<file path="src/rtl/ps2_host_tx.sv">
// -----------------------------------------------------------------------------
// ps2_host_tx
//   Host-to-device transmitter for a PS/2 port. It inhibits the bus by holding
//   the clock low, issues the start bit, and shifts out eight data bits (LSB
//   first), an odd-parity bit and a stop bit on the device-generated falling
//   clock edges. It then samples the device ACK, waits for the bus to go idle
//   and reports completion. A watchdog aborts the transfer when the device
//   stops clocking.
//
// Parameters
//   INHIBIT  clock-low inhibit length, in clock cycles
//   TIMEOUT  maximum number of cycles between device falling edges (and from
//            the end of inhibit to the first edge)
//   FILTER   consecutive equal samples needed to accept a new PS/2 clock level
//
// Ports
//   clock   in   system clock, rising edge
//   reset   in   asynchronous, active-high reset
//   start   in   single-cycle send request, honoured only when idle
//   data    in   command byte, latched on an accepted start
//   busy    out  transfer in progress
//   done    out  single-cycle end-of-transfer pulse
//   error   out  qualified by done: 1 = NACK or timeout
//   ps2CkI  in   PS/2 clock line level (asynchronous)
//   ps2DQI  in   PS/2 data line level (asynchronous)
//   ps2CkO  out  1 pulls the PS/2 clock line low (open drain)
//   ps2DQO  out  1 pulls the PS/2 data line low (open drain)
// -----------------------------------------------------------------------------
module ps2_host_tx #(
    parameter int INHIBIT = 3200,
    parameter int TIMEOUT = 480000,
    parameter int FILTER  = 8
) (
    input  logic       clock,
    input  logic       reset,
    input  logic       start,
    input  logic [7:0] data,
    output logic       busy,
    output logic       done,
    output logic       error,
    input  logic       ps2CkI,
    input  logic       ps2DQI,
    output logic       ps2CkO,
    output logic       ps2DQO
);

    localparam int CNT_MAX = (TIMEOUT > INHIBIT) ? TIMEOUT : INHIBIT;
    localparam int CNT_W   = $clog2(CNT_MAX + 1);
    localparam int FLT_W   = $clog2(FILTER + 1);

    localparam logic [CNT_W-1:0] INH_LAST = CNT_W'(INHIBIT - 1);
    localparam logic [CNT_W-1:0] TO_LAST  = CNT_W'(TIMEOUT - 1);
    localparam logic [FLT_W-1:0] FLT_LAST = FLT_W'(FILTER - 1);

    typedef enum logic [2:0] {
        S_IDLE,
        S_INHIBIT,
        S_SEND,
        S_ACK,
        S_RELEASE,
        S_FINISH
    } state_t;

    state_t             state_q, state_d;
    logic [CNT_W-1:0]   cnt_q, cnt_d;          // inhibit length, then watchdog
    logic [3:0]         bit_cnt_q, bit_cnt_d;  // falling edges seen in SEND
    logic [7:0]         data_q, data_d;
    logic               parity_q, parity_d;
    logic               nack_q, nack_d;        // also set by a timeout
    logic               busy_q, busy_d;
    logic               done_q, done_d;
    logic               error_q, error_d;
    logic               ck_o_q, ck_o_d;
    logic               dq_o_q, dq_o_d;

    logic               ck_meta_q, ck_meta_d;
    logic               ck_sync_q, ck_sync_d;
    logic               dq_meta_q, dq_meta_d;
    logic               dq_sync_q, dq_sync_d;
    logic               ck_filt_q, ck_filt_d;
    logic [FLT_W-1:0]   flt_cnt_q, flt_cnt_d;
    logic               fall;

    // Synchronizers and clock glitch filter. The filtered level only changes
    // after FILTER consecutive samples disagree with it; a falling edge is
    // reported in the same cycle the filtered level drops.
    // NOTE: every signal driven here gets a default first, so no latch is inferred.
    always_comb begin
        ck_meta_d = ps2CkI;
        ck_sync_d = ck_meta_q;
        dq_meta_d = ps2DQI;
        dq_sync_d = dq_meta_q;
        ck_filt_d = ck_filt_q;
        flt_cnt_d = '0;
        fall      = 1'b0;
        if (ck_sync_q != ck_filt_q) begin
            if (flt_cnt_q == FLT_LAST) begin
                ck_filt_d = ck_sync_q;
                fall      = ck_filt_q;
            end else begin
                flt_cnt_d = flt_cnt_q + 1'b1;
            end
        end
    end

    // Transfer sequencing.
    always_comb begin
        state_d   = state_q;
        cnt_d     = cnt_q;
        bit_cnt_d = bit_cnt_q;
        data_d    = data_q;
        parity_d  = parity_q;
        nack_d    = nack_q;
        ck_o_d    = ck_o_q;
        dq_o_d    = dq_o_q;

        case (state_q)
            S_IDLE: begin
                if (start) begin
                    data_d    = data;
                    parity_d  = ~^data;
                    bit_cnt_d = '0;
                    cnt_d     = '0;
                    nack_d    = 1'b0;
                    ck_o_d    = 1'b1;
                    dq_o_d    = 1'b0;
                    state_d   = S_INHIBIT;
                end
            end

            S_INHIBIT: begin
                if (cnt_q == INH_LAST) begin
                    // Release the clock and drive the start bit together.
                    cnt_d   = '0;
                    ck_o_d  = 1'b0;
                    dq_o_d  = 1'b1;
                    state_d = S_SEND;
                end else begin
                    cnt_d = cnt_q + 1'b1;
                end
            end

            S_SEND, S_ACK, S_RELEASE: begin
                cnt_d = fall ? '0 : cnt_q + 1'b1;

                if (state_q == S_SEND && fall) begin
                    bit_cnt_d = bit_cnt_q + 1'b1;
                    if (bit_cnt_q < 4'd8) begin
                        dq_o_d = ~data_q[bit_cnt_q[2:0]];
                    end else if (bit_cnt_q == 4'd8) begin
                        dq_o_d = ~parity_q;
                    end else begin
                        dq_o_d  = 1'b0;              // stop bit: line released
                        state_d = S_ACK;
                    end
                end else if (state_q == S_ACK && fall) begin
                    nack_d  = dq_sync_q;
                    state_d = S_RELEASE;
                end else if (state_q == S_RELEASE && dq_sync_q && ck_filt_q) begin
                    state_d = S_FINISH;
                end

                // Watchdog: the device has stopped clocking, so give up the bus.
                if (!fall && cnt_q == TO_LAST) begin
                    ck_o_d  = 1'b0;
                    dq_o_d  = 1'b0;
                    nack_d  = 1'b1;
                    state_d = S_FINISH;
                end
            end

            S_FINISH: begin
                state_d = S_IDLE;
            end

            default: begin
                state_d = S_IDLE;
            end
        endcase

        busy_d  = (state_d != S_IDLE);
        done_d  = (state_d == S_FINISH);
        error_d = (state_d == S_FINISH) && nack_d;
    end

    // NOTE: sequential state uses non-blocking assignments only, so every flop
    // samples the values computed in the previous cycle.
    always_ff @(posedge clock or posedge reset) begin
        if (reset) begin
            state_q   <= S_IDLE;
            cnt_q     <= '0;
            bit_cnt_q <= '0;
            data_q    <= '0;
            parity_q  <= 1'b0;
            nack_q    <= 1'b0;
            busy_q    <= 1'b0;
            done_q    <= 1'b0;
            error_q   <= 1'b0;
            ck_o_q    <= 1'b0;
            dq_o_q    <= 1'b0;
            // Idle PS/2 lines are high, so the input path starts there.
            ck_meta_q <= 1'b1;
            ck_sync_q <= 1'b1;
            dq_meta_q <= 1'b1;
            dq_sync_q <= 1'b1;
            ck_filt_q <= 1'b1;
            flt_cnt_q <= '0;
        end else begin
            state_q   <= state_d;
            cnt_q     <= cnt_d;
            bit_cnt_q <= bit_cnt_d;
            data_q    <= data_d;
            parity_q  <= parity_d;
            nack_q    <= nack_d;
            busy_q    <= busy_d;
            done_q    <= done_d;
            error_q   <= error_d;
            ck_o_q    <= ck_o_d;
            dq_o_q    <= dq_o_d;
            ck_meta_q <= ck_meta_d;
            ck_sync_q <= ck_sync_d;
            dq_meta_q <= dq_meta_d;
            dq_sync_q <= dq_sync_d;
            ck_filt_q <= ck_filt_d;
            flt_cnt_q <= flt_cnt_d;
        end
    end

    assign busy   = busy_q;
    assign done   = done_q;
    assign error  = error_q;
    assign ps2CkO = ck_o_q;
    assign ps2DQO = dq_o_q;

endmodule

</file>
<file path="config.mk">
export PLATFORM = sky130hd
export DESIGN_NAME = ps2_host_tx
export DESIGN_NICKNAME = d
export VERILOG_FILES = /design/src/rtl/ps2_host_tx.sv
export SDC_FILE = /design/constraint.sdc
export NUM_CORES = 1
export LEC_CHECK = 0
export ABC_AREA = 1
export BUFFER_PORTS_ARGS = -buffer_cell sky130_fd_sc_hd__buf_2
export CAP_MARGIN = 25
export CORE_MARGIN = 2
export CORE_UTILIZATION = 30
export CTS_BUF_LIST = sky130_fd_sc_hd__clkbuf_4 sky130_fd_sc_hd__clkbuf_8 sky130_fd_sc_hd__clkbuf_16
export CTS_CLUSTER_DIAMETER = 150
export CTS_CLUSTER_SIZE = 24
export DETAILED_ROUTE_END_ITERATION = 16
export SLEW_MARGIN = 20
export SYNTH_ARGS = -nofsm -noshare
export SYNTH_HDL_FRONTEND = slang
export SYNTH_SLANG_ARGS = --single-unit
</file>
<file path="constraint.sdc">
create_clock -name clock -period 1.8 [get_ports clock]
set_input_delay 0.18 -clock clock [delete_from_list [all_inputs] [get_ports clock]]
set_output_delay 0.18 -clock clock [all_outputs]
set_load 0.01 [all_outputs]
</file>
; After elaboration in Yosys (flattened, before gate mapping)
; Index checks and enable logic that the tools add are counted.
[word_totals]
reg_bits = 50
latchBits = 0
mem_bits_rw = 0
mem_bits_ro = 0
input_bits = 13
output_inout_bits = 5
word_cells = 96
mem_count = 0
[op_classes]
addsub = 3
multipliers = 0
div = 0
n_lt_le_gt_ge = 2
eq_ne = 15
shifts = 0
muxes = 38
bitwise = 2
n_reduce_logical = 19
[op_table]
columns = cell, count
row1 = two-way mux 19 bit, 3
row2 = one-hot mux 19 bit (3 select lines), 1
row3 = two-way mux 3 bit, 8
row4 = adder 19 x 1 -> 19 bit (second input constant), 1
row5 = equality test 19 x 12 -> 1 bit (second input constant), 1
row6 = equality test 19 bit (second input constant), 1
row7 = two-way mux 1 bit, 16
row8 = two-way mux 4 bit, 4
row9 = one-hot mux 3 bit (3 select lines), 1
row10 = adder 4 x 1 -> 4 bit (second input constant), 2
row11 = inequality test 2 bit (second input constant), 4
row12 = one-hot mux 4 bit (2 select lines), 1
row13 = AND reduction 4 bit, 2
row14 = XNOR reduction 8 bit, 1
row15 = equality test 3 x 2 -> 1 bit (second input constant), 2
row16 = equality test 3 bit (second input constant), 2
row17 = logical AND 1 bit, 6
row18 = one-hot mux 1 bit (3 select lines), 2
row19 = AND reduction 2 bit, 3
row20 = nonzero test 3 bit, 2
row21 = equality test 4 x 3 -> 1 bit (second input constant), 1
row22 = equality test 4 bit (second input constant), 1
row23 = less-than comparator 3 x 4 -> 1 bit (second input constant), 1
row24 = less-than comparator 4 bit (second input constant), 1
row25 = other kinds (11), 12

; Logic depth before layout (Yosys ltp)
; Gate-level depths: netlist (run 1).
[logic_depth]
depth_word = 10
depth_mapped = 11
depth_no_buf = 11

; Worst setup path after synthesis (run 1)
; Ideal clock, no wire load.
[synth_timing]
kind = reg2reg
start = reg flt_cnt_q[0]
end = reg cnt_q[12]
setup_time_ps = 121
t_arrival_ps = 1358
t_required_ps = 1679
setup_slack_ps = 322
stages_incl_launch_ff = 10
path_buffers = 1
period_less_slack_ps = 1478
cell_sequence = dfrtp_1 -> ha_1 -> nand3_2 -> nor2_4 -> inv_1 -> nand2_1 -> nand3_4 -> clkinv_4 -> buf_12 -> nor2_2
[synth_between]
elab_chain_len = 5
[synth_lines]
columns = element, line_no
row1 = start: declaration, 81  ; logic [FLT_W-1:0] flt_cnt_q, flt_cnt_d;
row2 = start signal: assignment, 225  ; flt_cnt_q <= flt_cnt_d;
row3 = equality test 4 x 3 -> 1 bit, 97  ; if (flt_cnt_q == FLT_LAST) begin
row4 = two-way mux 1 bit, 97
row5 = two-way mux 1 bit, 96  ; if (ck_sync_q != ck_filt_q) begin
row6 = two-way mux 19 bit, 144  ; cnt_d = fall ? '0 : cnt_q + 1'b1;
row7 = one-hot mux 19 bit (3 select lines), 117  ; case (state_q)
row8 = end signal: assignment, 210  ; cnt_q <= cnt_d;
row9 = end: declaration, 65  ; logic [CNT_W-1:0] cnt_q, cnt_d;
; No other way between the ends.
; A chain may end at the register's enable or synchronous reset.

; Final worst setup path (run 1)
[layout_timing]
start = reg flt_cnt_q[0]
end = reg bit_cnt_q[3]
[layout_between]
elab_chain_len = 6
[layout_lines]
columns = element, line_no
row1 = equality test 4 x 3 -> 1 bit, 97
row2 = two-way mux 1 bit, 97
row3 = two-way mux 1 bit, 96
row4 = logical AND 1 bit, 146  ; if (state_q == S_SEND && fall) begin
row5 = inequality test 2 bit (no line), -
row6 = AND reduction 3 bit (no line), -
row7 = end signal: assignment, 211  ; bit_cnt_q <= bit_cnt_d;
row8 = end: declaration, 66  ; logic [3:0] bit_cnt_q, bit_cnt_d;
; No other way between the ends.

==> impl_metrics.ini, run 1 <==
[job]
cap_violations = 0

[setup_path]
path_delay_family = simple AND/OR/NAND/NOR gates
cp.required_ns = 2.03
cp_common_cell = nand2_1
cp_num_buf_inv = 0
reg2reg_slack_ns = 0.17
endpoint_kind = flip-flop
worstSetupPathType = reg2reg
rr_startpoint = flt_cnt_q[0]
reg2regPathDepth = 8
crit_fanout = 5
worst_path_max_delay_cell = dfrtp_1
worstPathArrival_ns = 1.86
cp_num_cells = 8
startpoint = flt_cnt_q[0]
startpoint_type = flip-flop
slowest_delay_ns = 0.39
cp_cell_sequence = ha_2 > nand3_2 > nor2_4 > nand2_2 > nand2_1 > nand2_1 > o21ai_1 > nor3b_1

[floorplan]
coreArea_um2 = 9240
io_pins = 18
initial_core_util = 0.3097
die_w_um = 101.7
rows = 35
die_h_um = 101.7
die-area_um2 = 10340

[final_layout]
n_antenna_cell = 0
nNetsFinal = 412
final_util = 0.3529
syn_to_final_growth_pct = 13.95
fill_cells = 988
drive_above_1_share = 0.1944

[placement]
dpl.hpwl_um = 4563
numPortBuffers = 17
place.gp.congestion = 0.9334

[timing]
max-slew-margin-rel = 0.6800
fin_crit_sh = 0.9070
setup_violations = 0
hold_viol_final = 0
finClkSkew_ns = 0.006901
finalSetupTns_ns = 0
worst-slew-pin-transition_ns = 0.4794
drv_slew = 0
period_needed_ns = 1.633
max_freq_mhz = 612.5

[pwr]
power_density_nw_per_um2 = 642.6
ir_drop_mv = 0.2504
total_power_mw = 2.095
p_leak_nw = 1.559

[clocking]
cts.htree.levels = 2
clk_path_buf_depth = 2
clk_pin_slew_ns = 0.10
cts_buffers = 5
clkSinkCount = 50
cts_tree = built
ctsRootBufferMaster = clkbuf_8
clk_latency_ns = 0.31

[global_route]
grt_usage = 0.1262
antenna_found_initial = 0
grt-ovfl-total = 0
grt_pass1_vias = 2346
grt_pass1_wl_um = 10460
grt_max_degree = 30

[synth]
synth_ff_type = dfrtp_1
synth.net_count = 385
avgSynthCellArea_um2 = 7.776
ys_seq_elements = 50
syn_inst = 368
synth_edf_count = 0
syn_area_um2 = 2861
ys_seq_area_frac = 0.4394
ys_types = 35
yosysWarnings = 0
async_reset_ff_frac = 1.000

[detailed_routing]
wl_per_cell_um = 11.66
drt-initial-drc-count = 106
viasPerCell = 4.497
vias = 2361
wl_um = 6123
dr.pass1.iters = 5
drc = 0
ant_nets = 0

[worst_hold_path]
hold_depth = 3
worstHoldStart = data[6]
hold_path.class = in2reg

[outcome]
status = complete, no violations
## worst reg2reg max path, cell delays in order (launching register included)
cell and delay, ns:
dfrtp_1 0.39, ha_2 0.22, nand3_2 0.15, nor2_4 0.21, nand2_2 0.09, nand2_1 0.08
nand2_1 0.10, o21ai_1 0.12, nor3b_1 0.19
## registers in the layout, indices dropped and copies added (netlist names)
register and count:
busy 1, ck_sync_q 1, dq_meta_q 1, parity_q 1, ps2CkO 1, state_q 3, nack_q 1, ck_filt_q 1
data_q 8, dq_sync_q 1, ps2DQO 1, ck_meta_q 1, error 1, flt_cnt_q 4, bit_cnt_q 4, done 1
cnt_q 19
## Yosys cell counts, types with 2 or more instances
master | instances | share of area
nor2_1 | 31 | 0.041
inv_1 | 56 | 0.073
o21a_1 | 2 | 0.0052
ha_1 | 4 | 0.017
nor2_4 | 2 | 0.0079
buf_2 | 2 | 0.0035
xor2_1 | 7 | 0.021
o21ai_1 | 2 | 0.0035
nand2_4 | 2 | 0.0079
nand3_1 | 33 | 0.058
o21ai_0 | 18 | 0.031
a21oi_2 | 2 | 0.0061
nand4_1 | 6 | 0.013
nand2_1 | 88 | 0.12
nand2_2 | 6 | 0.013
dfrtp_1 | 45 | 0.39
nor3_1 | 11 | 0.019
xnor2_1 | 6 | 0.018
nor2_2 | 14 | 0.031
a21oi_1 | 9 | 0.016
dfstp_2 | 5 | 0.046
nand3_2 | 4 | 0.014
## repair_timing
item                                   in CTS  in global routing
hold buffers                                3                  0
setup endpoints to repair                   0                  8
resized for setup                           0                  6
setup buffers                               0                  1
endpoints found under the hold margin      19                  0
## metrics by stage
stage	instances	setup WS, ns	cell area (um^2)	hold slack, ns
after global placement	512	0.1361	3097	0.2344
after CTS	523	0.09851	3226	0.09930
after detailed placement	512	0.1422	3097	0.2417
after floorplan	368	0.3215	2861	0.1845
after global routing	525	-0.002516	3261	0.1120
final	525	0.1675	3261	0.1039
## placed cells by master (no fill, tap or decap), types with 2 or more instances in the layout
| master | count |
|---|---|
| nand2_1 | 88 |
| inv_1 | 54 |
| dfrtp_1 | 45 |
| nand3_1 | 32 |
| nor2_1 | 31 |
| o21ai_0 | 18 |
| buf_2 | 17 |
| nor2_2 | 14 |
| nor3_1 | 10 |
| a21oi_1 | 8 |
| xor2_1 | 7 |
| nand2_2 | 6 |
| nand4_1 | 6 |
| xnor2_1 | 6 |
| clkbuf_8 | 6 |
| nand3_2 | 5 |
| dfstp_2 | 5 |
| nor2_4 | 3 |
| inv_2 | 3 |
| a21oi_2 | 3 |
| ha_1 | 3 |
| dlygate4sd3_1 | 3 |
| buf_4 | 3 |
| o21a_1 | 2 |
| nand2_4 | 2 |
| o21ai_1 | 2 |
## metal layers
layer / part of all wire / vias to the layer above / GRT usage / wire (um)
met5: 0 / - / 0 / 0
met4: 0.015 / 0 / 0.03742 / 91
met3: 0.025 / 9 / 0.02277 / 153
met2: 0.50 / 32 / 0.2141 / 3077
met1: 0.46 / 1111 / 0.1640 / 2801
li1: - / 1209 / - / -
## kinds of logic (layout without fill, tap and decap cells)
group,Yosys count,after routing,share of synthesized area
buffers and inverters,64,91,0.09619
XOR/XNOR,13,13,0.03979
flip-flops,50,50,0.4394
adder cells (fa/ha/maj),4,4,0.01749
AND/OR/NAND/NOR,202,203,0.3389
AO/OA/AOI/OAI,35,35,0.06821
## cell type report
class                   instances  area (um^2)  share of cell area
inverters                      59        229.0             0.07022
repair buffers                 24        157.7             0.04835
flip-flops and latches         50         1257              0.3856
clock buffers                   6        82.58             0.02533
multi-input cells             255         1356              0.4160
clock inverters                 2        16.27            0.004988
well taps                     129        161.4             0.04950
## where the power goes
| part | switching, mW | internal (mW) |
|---|---|---|
| sequential | 0.0341 | 1.17 |
| combinational | 0.0974 | 0.0749 |
| clock | 0.399 | 0.317 |
## final timing paths
path	to
max in group asynchronous	dq_meta_q
min in group asynchronous	done
max reg2reg	bit_cnt_q[3]
max	bit_cnt_q[3]
min	data_q[6]
min reg2reg	dq_sync_q
Power figures use the tool's default switching activity.
==> run 2, diff against run 1 <==
--- a/config.mk
+++ b/config.mk
@@ -5,7 +5,7 @@
 export SDC_FILE = /design/constraint.sdc
 export NUM_CORES = 1
 export LEC_CHECK = 0
-export ABC_AREA = 1
+export ABC_AREA = 0
 export BUFFER_PORTS_ARGS = -buffer_cell sky130_fd_sc_hd__buf_2
 export CAP_MARGIN = 25
 export CORE_MARGIN = 2
==> run 2 against run 1 <==
  * The flow now finishes with violations (negative setup slack)
  * Worst setup slack lost 0.49 ns
  * Critical path depth decreased by 2
  * Via count shrank 10%
  * Non-clock buffer count grew 47
  * Clock power fell by 4.1%
  * Global-route usage up 0.81 points
  * Sequential cell count stayed put
  * First-iteration DRC count is 13% higher
  * Synthesized area down 11%
  * Clock skew is 0.0057 ns higher
  * Final area grew 1.6%
  * Critical endpoint is now cnt_q[10]
  * Highest routed layer unchanged
==> impl_metrics.ini, run 2 <==
[final_layout]
largest_register_ffs = 19
syn_to_final_growth_pct = 30.11
layout_commonest_cell = buf_4
largest-register = cnt_q
final_cell_mix = buf_4, nand2_1, dfrtp_1
fin_cells = 437
nNetsFinal = 348
n_antenna_cell = 0
drive_above_1_share = 0.3102
final_cell_area_um2 = 3314
largest_registers = cnt_q x19, data_q x8

[pwr]
p_int_mw = 1.667
switching_share = 0.2434
ir_drop_mv = 0.2745
pwr-share-seq = 0.563
comb_power_share = 0.125
power_density_nw_per_um2 = 664.6
pwr-share-clk = 0.312
p_leak_nw = 1.510
switchingPower_mw = 0.5360

[synth]
ys_types = 50
async_reset_ff_frac = 1.000
synth_edf_count = 0
ys_seq_elements = 50
synth_ff_type = dfrtp_1
synth_top_area_frac = 0.4420
syn_inst = 262
synthTopCellsByArea = dfrtp_1, nand2_1, dfstp_2
syn_area_um2 = 2547
ys_top_cells_by_count = dfrtp_1, nand2_1, nor2_1
synth.net_count = 279
yosysWarnings = 0
synth_largest_area_cell = dfrtp_1
avgSynthCellArea_um2 = 9.723
ys_seq_area_frac = 0.4936

[floorplan]
initial_core_util = 0.3100
die_w_um = 96.15
die_h_um = 96.15
rows = 33
io_pins = 18
die-area_um2 = 9245
coreArea_um2 = 8217

[timing]
rsz0062_at_grt = yes
finalSetupTns_ns = -6.296
setup_violations = 22
worst-slew-pin-transition_ns = 0.7453
fin_ws_ns = -0.3199
period_needed_ns = 2.120
hold_viol_final = 0
fin_crit_sh = 1.178
finClkSkew_ns = 0.01258
max_freq_mhz = 471.7
hold_ws_ns = 0.09127
drv_slew = 0
max-slew-margin-rel = 0.4993

[placement]
dpl.hpwl_um = 4212
numPortBuffers = 17
place.gp.congestion = 0.8175
dp.cells = 421
place_area_um2 = 3074

[setup_path]
crit_fanout = 9
reg2reg_slack_ns = -0.32
worstPathArrival_ns = 2.31
startpoint_type = flip-flop
endpoint_kind = flip-flop
worstSetupPathType = reg2reg
cp.required_ns = 1.99

[clocking]
clk_path_buf_depth = 2
cts_tree = built
cts.htree.levels = 2
clkSinkCount = 50
clk_latency_ns = 0.30
cts_buffers = 5
clk_pin_slew_ns = 0.09
ctsRootBufferMaster = clkbuf_8

[detailed_routing]
ant_nets = 0
wl_um = 5652
drc = 0
dr.pass1.iters = 4
drt-initial-drc-count = 120
wl_per_cell_um = 12.93
viasPerCell = 4.840
vias = 2115

[job]
cap_violations = 0

[global_route]
grt_pass1_wl_um = 9563
antenna_found_initial = 0
grt_max_degree = 21
grt_usage = 0.1342
grt-ovfl-total = 0
grt_pass1_vias = 2133

[worst_hold_path]
hold_path.class = in2reg

[outcome]
status = finished, violations left
violations = negative setup slack
## run 2: cell families after synthesis
| kind of cell | share of synthesized area |
|---|---|
| compound gates | 0.09185 |
| xor+xnor | 0.08595 |
| fa+ha+maj | 0.01965 |
| buf+inv | 0.02505 |
| flops | 0.4936 |
| mux | 0.02947 |
| simple gates | 0.2544 |
## run 2: stage by stage
stage | worst slack, ns | util | total power [mW]
after global routing | -0.3767 | 0.4034 | 2.320
after floorplan | -0.2481 | - | 1.399
after global placement | -0.2463 | 0.3741 | 1.488
after detailed placement | -0.2950 | 0.3741 | 1.497
final | -0.3199 | 0.4034 | 2.203
after CTS | -0.2926 | 0.3938 | 2.195
## run 2: power groups by stage
stage	clock, mW	sequential (mW)	combinational (mW)
2_1_floorplan	0	1.25	0.144
3_3_place_gp	0	1.26	0.231
3_5_place_dp	0	1.26	0.235
4_1_cts	0.711	1.24	0.243
5_1_grt	0.758	1.25	0.313
6_report	0.687	1.24	0.276
## run 2: repair_timing
action,4_1_cts,5_1_grt
gates resized for setup,10,14
endpoints found under the setup margin,26,28
hold endpoints to repair,19,0
pin swaps,3,4
hold buffers,3,0
setup buffers,1,4
## run 2: path summary, 6_finish.rpt
path                       cells past startpoint       from        end
max in group asynchronous                      4      reset  ck_meta_q
min reg2reg                                    0  ck_meta_q  ck_sync_q
min                                            3    data[4]  data_q[4]
max                                            6   cnt_q[7]  cnt_q[10]
max reg2reg                                    6   cnt_q[7]  cnt_q[10]
min in group asynchronous                      3      reset     ps2DQO
## run 2: area by class of cell
class,instances,area [um^2]
timing repair buffer,71,505.5
fill,794,4902
inverter,6,22.52
sequential,50,1257
multi-input combinational,197,1303
clock inverter,1,5.005
tap,105,131.4
clock buffer,7,90.09
## run 2: critical path, cell delays in order (launching register included)
cell and delay [ns]:
dfrtp_1 0.40, or4_1 0.53, or4_4 0.44, o31a_1 0.30, nor2_4 0.14, buf_6 0.15
nor2_1 0.05
## run 2: routing by layer
metal	global-route usage	routed length, um	vias to the layer above
met5	0	0	-
met4	0.04881	119	0
li1	-	-	1048
met1	0.1750	2643	1023
met3	0.02584	188	9
met2	0.2211	2701	35
